**src/rtl/object_feature_reader.sv**
```systemverilog
`timescale 1ns/1ps
// object_feature_reader: scans the merge table after each frame and emits one record
// (root id, area, floor centroid) for every root label whose data-table area is non-zero.
module object_feature_reader (
  input  logic         clk,
  input  logic         reset_n,
  input  logic         start,
  input  logic [7:0]   num_labels,
  output logic [7:0]   mt_addr,
  input  logic [7:0]   mt_data,
  output logic [7:0]   dt_addr,
  input  logic [383:0] dt_data,
  output logic         obj_valid,
  input  logic         obj_ready,
  output logic [7:0]   obj_id,
  output logic [31:0]  obj_area,
  output logic [31:0]  obj_x,
  output logic [31:0]  obj_y,
  output logic         busy,
  output logic         done
);

  typedef enum logic [2:0] {IDLE, RD_MT, CHK, RD_DT, LATCH, DIV, OUT, DONE} state_e;

  typedef struct packed {
    logic [63:0] quo;
    logic [31:0] rem;
  } div_step_t;

  // One restoring-division step: dividend bits leave the top of quo while quotient
  // bits enter at the bottom, so after 64 steps quo holds the full quotient.
  function automatic div_step_t div_step(input logic [63:0] quo,
                                         input logic [31:0] rem,
                                         input logic [31:0] dvs);
    div_step_t   r;
    logic [32:0] trial;
    logic [32:0] diff;
    trial = {rem, quo[63]};
    diff  = trial - {1'b0, dvs};
    if (trial >= {1'b0, dvs}) begin
      r.rem = diff[31:0];
      r.quo = {quo[62:0], 1'b1};
    end else begin
      r.rem = trial[31:0];
      r.quo = {quo[62:0], 1'b0};
    end
    return r;
  endfunction

  state_e      state_q, state_d;
  logic [7:0]  n_q, n_d;
  logic [7:0]  l_q, l_d;
  logic [7:0]  mt_addr_q, mt_addr_d;
  logic [7:0]  dt_addr_q, dt_addr_d;
  logic [5:0]  div_cnt_q, div_cnt_d;
  logic [31:0] divisor_q, divisor_d;
  logic [63:0] xnum_q, xnum_d, ynum_q, ynum_d;
  logic [31:0] xrem_q, xrem_d, yrem_q, yrem_d;
  logic [7:0]  obj_id_q, obj_id_d;
  logic [31:0] obj_area_q, obj_area_d;
  logic [31:0] obj_x_q, obj_x_d, obj_y_q, obj_y_d;
  logic        busy_q, done_q;

  div_step_t   x_step, y_step;
  logic        advance;
  logic [7:0]  l_inc;
  logic        unused_dt_bits;

  assign x_step = div_step(xnum_q, xrem_q, divisor_q);
  assign y_step = div_step(ynum_q, yrem_q, divisor_q);
  // Only the low 64 bits of each sum feed the dividers.
  assign unused_dt_bits = ^{dt_data[383:320], dt_data[255:192]};

  always_comb begin
    // NOTE: every next-state variable is given its hold value first, so no path infers a latch.
    state_d    = state_q;
    n_d        = n_q;
    l_d        = l_q;
    mt_addr_d  = mt_addr_q;
    dt_addr_d  = dt_addr_q;
    div_cnt_d  = div_cnt_q;
    divisor_d  = divisor_q;
    xnum_d     = xnum_q;
    ynum_d     = ynum_q;
    xrem_d     = xrem_q;
    yrem_d     = yrem_q;
    obj_id_d   = obj_id_q;
    obj_area_d = obj_area_q;
    obj_x_d    = obj_x_q;
    obj_y_d    = obj_y_q;
    advance    = 1'b0;
    // 8-bit wrap makes L==255 with N==0 (256 labels) terminate like L+1==N.
    l_inc      = l_q + 8'd1;

    unique case (state_q)
      IDLE: begin
        if (start) begin
          n_d = num_labels;
          l_d = 8'd1;
          if (num_labels == 8'd1) begin
            state_d = DONE;
          end else begin
            state_d   = RD_MT;
            mt_addr_d = 8'd1;
          end
        end
      end
      RD_MT: state_d = CHK;
      CHK: begin
        if (mt_data == l_q) begin
          state_d   = RD_DT;
          dt_addr_d = l_q;
        end else begin
          advance = 1'b1;
        end
      end
      RD_DT: state_d = LATCH;
      LATCH: begin
        if (dt_data[127:0] == 128'd0) begin
          advance = 1'b1;
        end else begin
          divisor_d = (|dt_data[127:32]) ? 32'hFFFF_FFFF : dt_data[31:0];
          xnum_d    = dt_data[191:128];
          ynum_d    = dt_data[319:256];
          xrem_d    = 32'd0;
          yrem_d    = 32'd0;
          div_cnt_d = 6'd0;
          state_d   = DIV;
        end
      end
      DIV: begin
        xnum_d    = x_step.quo;
        xrem_d    = x_step.rem;
        ynum_d    = y_step.quo;
        yrem_d    = y_step.rem;
        div_cnt_d = div_cnt_q + 6'd1;
        if (div_cnt_q == 6'd63) begin
          state_d    = OUT;
          obj_id_d   = l_q;
          obj_area_d = divisor_q;
          obj_x_d    = x_step.quo[31:0];
          obj_y_d    = y_step.quo[31:0];
        end
      end
      OUT: begin
        if (obj_ready) advance = 1'b1;
      end
      DONE: state_d = IDLE;
      default: state_d = IDLE;
    endcase

    if (advance) begin
      if (l_inc == n_q) begin
        state_d = DONE;
      end else begin
        l_d       = l_inc;
        mt_addr_d = l_inc;
        state_d   = RD_MT;
      end
    end
  end

  // NOTE: sequential state is updated only with non-blocking assignments.
  always_ff @(posedge clk) begin
    if (!reset_n) begin
      state_q    <= IDLE;
      n_q        <= 8'd0;
      l_q        <= 8'd1;
      mt_addr_q  <= 8'd0;
      dt_addr_q  <= 8'd0;
      obj_id_q   <= 8'd0;
      obj_area_q <= 32'd0;
      obj_x_q    <= 32'd0;
      obj_y_q    <= 32'd0;
      busy_q     <= 1'b0;
      done_q     <= 1'b0;
    end else begin
      state_q    <= state_d;
      n_q        <= n_d;
      l_q        <= l_d;
      mt_addr_q  <= mt_addr_d;
      dt_addr_q  <= dt_addr_d;
      obj_id_q   <= obj_id_d;
      obj_area_q <= obj_area_d;
      obj_x_q    <= obj_x_d;
      obj_y_q    <= obj_y_d;
      busy_q     <= (state_d != IDLE);
      done_q     <= (state_q == DONE);
    end
  end

  // NOTE: the divider datapath has no reset; LATCH always loads it before DIV reads it.
  always_ff @(posedge clk) begin
    div_cnt_q <= div_cnt_d;
    divisor_q <= divisor_d;
    xnum_q    <= xnum_d;
    ynum_q    <= ynum_d;
    xrem_q    <= xrem_d;
    yrem_q    <= yrem_d;
  end

  assign mt_addr   = mt_addr_q;
  assign dt_addr   = dt_addr_q;
  assign obj_valid = (state_q == OUT);
  assign obj_id    = obj_id_q;
  assign obj_area  = obj_area_q;
  assign obj_x     = obj_x_q;
  assign obj_y     = obj_y_q;
  assign busy      = busy_q;
  assign done      = done_q;

endmodule

```
**config.mk**
```make
export PLATFORM = sky130hd
export DESIGN_NAME = object_feature_reader
export DESIGN_NICKNAME = d
export VERILOG_FILES = /design/src/rtl/object_feature_reader.sv
export SDC_FILE = /design/constraint.sdc
export NUM_CORES = 1
export LEC_CHECK = 0
export BUFFER_PORTS_ARGS = -buffer_cell sky130_fd_sc_hd__buf_2
export CAP_MARGIN = 5
export CORE_AREA = 3 3 203 205
export DETAILED_ROUTE_END_ITERATION = 10
export DIE_AREA = 0 0 206 208
export PLACE_DENSITY_LB_ADDON = 0.3
export SETUP_SLACK_MARGIN = 0.2
export SLEW_MARGIN = 0
export SYNTH_ARGS = -nofsm -noshare
export SYNTH_HDL_FRONTEND = slang
export SYNTH_SLANG_ARGS = --single-unit
```
**constraint.sdc**
```tcl
create_clock -name clk -period 26.1 [get_ports clk]
set_input_delay 2.61 -clock clk [delete_from_list [all_inputs] [get_ports clk]]
set_output_delay 2.61 -clock clk [all_outputs]
set_load 0.05 [all_outputs]
```
======== Word level (Yosys, flattened, before mapping) ========
Cells that the tools add are included.
storage, ports and cells
  input bits .............................. 404
  bits in registers ....................... 371
  logic and storage cells ................. 78
cells by class
  muxes and demuxes ....................... 32
  order comparisons ....................... 2
  bitwise gates (word level) .............. 1
  add/subtract/negate cells ............... 4
  equality and inequality tests ........... 12
  reduce and logical (&&, ||, !) cells .... 10
operators with widths
  operator                                        count
  case mux 64 bit (2 select lines)                2
  zero test 128 bit                               1
  2-to-1 mux 64 bit                               2
  case mux 32 bit (2 select lines)                2
  OR reduction 96 bit                             1
  2-to-1 mux 8 bit                                9
  greater-or-equal comparator 33 x 32 -> 1 bit    2
  2-to-1 mux 33 bit                               2
  subtractor 32 bit                               2
  2-to-1 mux 32 bit                               1
  2-to-1 mux 3 bit                                7
  case mux 3 bit (7 select lines)                 1
  == test 8 bit                                   2
  == test 3 bit (second input constant)           4
  case mux 6 bit (2 select lines)                 1
  AND reduction 2 bit                             5
  adder 8 x 1 -> 8 bit (second input constant)    1
  == test 8 x 1 -> 1 bit (second input constant)  1
  adder 6 x 1 -> 6 bit (second input constant)    1
  == test 3 x 2 -> 1 bit (second input constant)  2
  == test 6 bit (second input constant)           1
  2-to-1 mux 6 bit                                1
  == test 3 x 1 -> 1 bit (second input constant)  1
  zero test 3 bit                                 1
  6 further kinds                                 8

======== Logic depth before layout (Yosys ltp) ========
  depth after elaboration ................. 6
  mapped depth ............................ 13
  gate-level depth less buffers ........... 12

======== Worst setup path after synthesis ========
OpenSTA, ideal clock, no wires.
  kind .................................... input -> register
  start point ............................. in dt_data[92]
  end point ............................... reg div_cnt_q[0], enable pin
  stages on the path ...................... 6
  slack ................................... 8.275 ns
  data required time ...................... 25.070 ns
  arrival time ............................ 16.795 ns
  path through ............................ nor4_1 -> nand4_1 -> nor4_1 -> nand2_1 -> nor3_1 -> o21ai_0
between the ends
  word-level cells in the longest chain between the ends .. 3
ends and longest elaborated chain
  element                        RTL line  source
  from (decl)                    12        input logic [383:0] dt_data,
  zero test 128 bit              119       if (dt_data[127:0] == 128'd0) begin
  != test 2 bit (no line)        -
  AND reduction 2 bit (no line)  -
  to (signal assigned)           194       div_cnt_q <= div_cnt_d;
  to (decl)                      55        logic [5:0] div_cnt_q, div_cnt_d;
Every way passes these cells.
A chain may end at the register's enable or synchronous reset.

======== Worst setup path in the final report ========
  start point ............................. in dt_data[89]
  end point ............................... reg div_cnt_q[0], enable pin
Same word-level chain as after synthesis.

==> metrics.md <==
| Metric | Value |
|---|---|
| Status | complete, no violations |
| CTS tree | built |
| DR iter-0 viols | 1103 |
| Vias in the first global route | 15.81k |
| GRT overflow | 0 |
| Yosys synthesis warning count | 0 |
| Layout cells sized above 1 | 0.2172 |
| Share of the yosys chip area belonging to registers | 0.5187 |
| Finished Cell Area | 22580 um2 |
| Mapped Cells | 2094 |
| Detailed Route WL | 55390 um |
| Setup TNS | 0 ps |
| CTS Buf Count | 41 |
| Post-Layout Cell Count | 3017 |
| Gr usage total | 0.2520 |
| Num rows | 73 |
| Register area | 9729 um2 |
| FILL cells | 3653 |
| RSZ-0062 raised after global routing | false |
| Post-Syn Area per Cell | 8.958 um2 |
| Worst VDD drop | 0.08649 mV |
| Max-cap violations | 0 |
| CTS clk-pin slew, worst paths | 60 ps |
| Power Dens Cells | 80.14 nW/um2 |
| Via-to-Cell Ratio | 5.396 |
| Antenna Nets Post-Route | 0 |
| WL/cell | 18.36 um |
| Maximum buffer depth of the clock tree | 3 |
| FF-to-FF setup slack | 22080 ps |
| Crit path launch type | input port |
| Multi-input logic area | 8442 um2 |
| Worst Tran Pin Value | 1184 ps |
| Hold Buf Count CTS | 0 |
| Worst path max stage delay | 650 ps |
| CP Capture Type | register |
| Pleak | 0.009772 uW |
| Final total power | 1809 uW |
| # DRC | 0 |
| Clock latency on the worst-skew pair | 570 ps |
| Most frequent CP cell | nor4_1 |
| CTS H-tree depth | 2 |
| Post-CTS setup buffer count | 0 |
| Vias | 16.28k |
| Initial Utilization | 0.4732 |
| Min-Delay Path Class | reg -> reg |
| Nets | 2922 |
| Largest net degree at the start of global routing | 183 |
| First-pass GRT wire length | 86080 um |
| Layout area overhead | 20.36% |
| Worst Path Arrival | 5870 ps |
| Cts repair resizes | 0 |
| Setup Viol. Count Final | 0 |
| Final hold vios | 0 |
| Post-synth ARST share | 0 |
| Number of port buffers | 398 |
| Clock sink count | 371 |
| Critical path, cell by cell | buf_2, nor4_1, nand4_1, nor4_1, nand2_1, buf_4, nor3_1, o21ai_4, buf_12 |
| EDFF count, synth | 230 |
| Area post-placement | 21170 um2 |
| Flops & latches, synth | 371 |
| Worst EP required | 26210 ps |
| Chip Height | 208 um |
| Drt pass-1 iters | 5 |
| I/O Pins | 527 |
| Detailed Place HPWL | 39710 um |
| Cell variety after synth | 67 |
| Placed cells | 2932 |
| WS Path Type | in -> reg |
| Mapped Area | 18760 um2 |
| Crit-path slowest cell | nor4_1 |
| Initial antenna violation count | 18 |
| Worst Path Max Fanout | 182 |
| Max Freq | 173.6 MHz |
| Root Driver | clkbuf_16 |
| Final period util | 0.2207 |
| Clock Skew | 13.97 ps |
| Final Max Tran Viols | 0 |
| Die area | 42850 um2 |
| Placer congestion estimate | 0.9352 |
| Syn Nets | 2566 |
| Post-route minimum period | 5760 ps |
| Max-slew headroom | 0.2105 |
| Die width | 206 um |
| Core Box Area | 39640 um2 |
| Ys flop type | edfxtp_1 |
==> path summary, 6_finish.rpt <==
path / from / end / cells after the start
hold / removal: obj_area[11]$_SDFFE_PN0P_ / obj_area[11]$_SDFFE_PN0P_ / 2
setup reg to reg: divisor_q[18]$_SDFFCE_PP1P_ / yrem_q[2]$_SDFFCE_PN0P_ / 12
setup / recovery: dt_data[89] / div_cnt_q[0]$_SDFFCE_PN0P_ / 9
hold reg to reg: obj_area[11]$_SDFFE_PN0P_ / obj_area[11]$_SDFFE_PN0P_ / 2
==> sequential cells by signal, indices dropped and copies added, names as in the netlist <==
signal / flops
yrem_q: 32
n_q: 8
ynum_q: 64
xrem_q: 32
obj_x: 32
state_q: 3
obj_id: 8
obj_area: 32
obj_y: 32
mt_addr: 8
divisor_q: 32
done: 1
div_cnt_q: 6
busy: 1
l_q: 8
dt_addr: 8
xnum_q: 64
==> stage by stage <==
stage / utilization / setup WS (ps) / hold WS (ps)
6_report: 0.5696 / 20340 / 451.7
4_1_cts: 0.5689 / 20560 / 453.4
5_1_grt: 0.5693 / 20270 / 469.0
2_1_floorplan: - / 8275 / 448.1
3_3_place_gp: 0.5339 / 20010 / 439.1
3_5_place_dp: 0.5339 / 19960 / 445.0
==> cells in the final DEF, fill, tap and decap left out, types with 39 or more instances in the layout <==
master,count
o21ai_0,44
ha_1,66
inv_1,59
or2_2,43
a21oi_1,213
dfxtp_1,141
mux2i_1,39
edfxtp_1,230
buf_2,398
nor2_1,99
nand2_1,696
clkbuf_16,45
==> Yosys cell counts, drive strengths merged (36+ instances only) <==
master | n | area, um2
a21oi | 214 | 1075
dfxtp | 141 | 2823
o21ai | 48 | 244.0
inv | 59 | 221.5
mux2i | 39 | 390.4
nand3 | 36 | 180.2
nand2 | 696 | 2613
or2 | 44 | 275.3
edfxtp | 230 | 6907
ha | 66 | 825.8
nor2 | 102 | 385.4
clkbuf | 87 | 326.6
xor2 | 36 | 315.3
==> power by group <==
group | leakage [uW] | switching [uW] | internal, uW | total [uW]
registers | 0.00314 | 51.0 | 768 | 819
logic | 0.00594 | 267 | 126 | 393
clock network | 0.000691 | 247 | 350 | 597
==> cell families (layout without fill, tap and decap cells) <==
logic type,Yosys count,in the layout,share of synthesized area
flip-flops,371,371,0.5187
AO/OA/AOI/OAI,367,367,0.1154
XOR/XNOR,70,70,0.03268
multiplexers,41,41,0.02201
AND/OR/NAND/NOR,1018,1018,0.2313
adder cells (fa/ha/maj),68,68,0.04616
other,0,10,0
buffers and inverters,159,547,0.03375
==> area by class of cell <==
type / count / area share
Clock buffer: 58 / 0.05425
Antenna cell: 10 / 0.001108
Timing Repair Buffer: 412 / 0.09343
Tap cell: 525 / 0.02909
Inverter: 60 / 0.01009
Multi-Input combinational cell: 1564 / 0.3739
Sequential cell: 371 / 0.4309
Clock inverter: 17 / 0.007204
==> worst max-delay path, delay by kind of cell <==
| kind | cells | cell delay [ps] |
|---|---|---|
| AOI/OAI and AO/OA | 1 | 310 |
| buffers and inverters | 3 | 730 |
| and+or+nand+nor | 5 | 1920 |
==> per-layer routing <==
metal	GRT usage	wire length, um	vias to the layer above
li1	-	-	7934
met1	0.3395	24140	7738
met2	0.3905	25010	494
met3	0.08168	4860	98
met4	0.07280	1272	16
met5	0	107	-
Power figures use the tool's default switching activity.
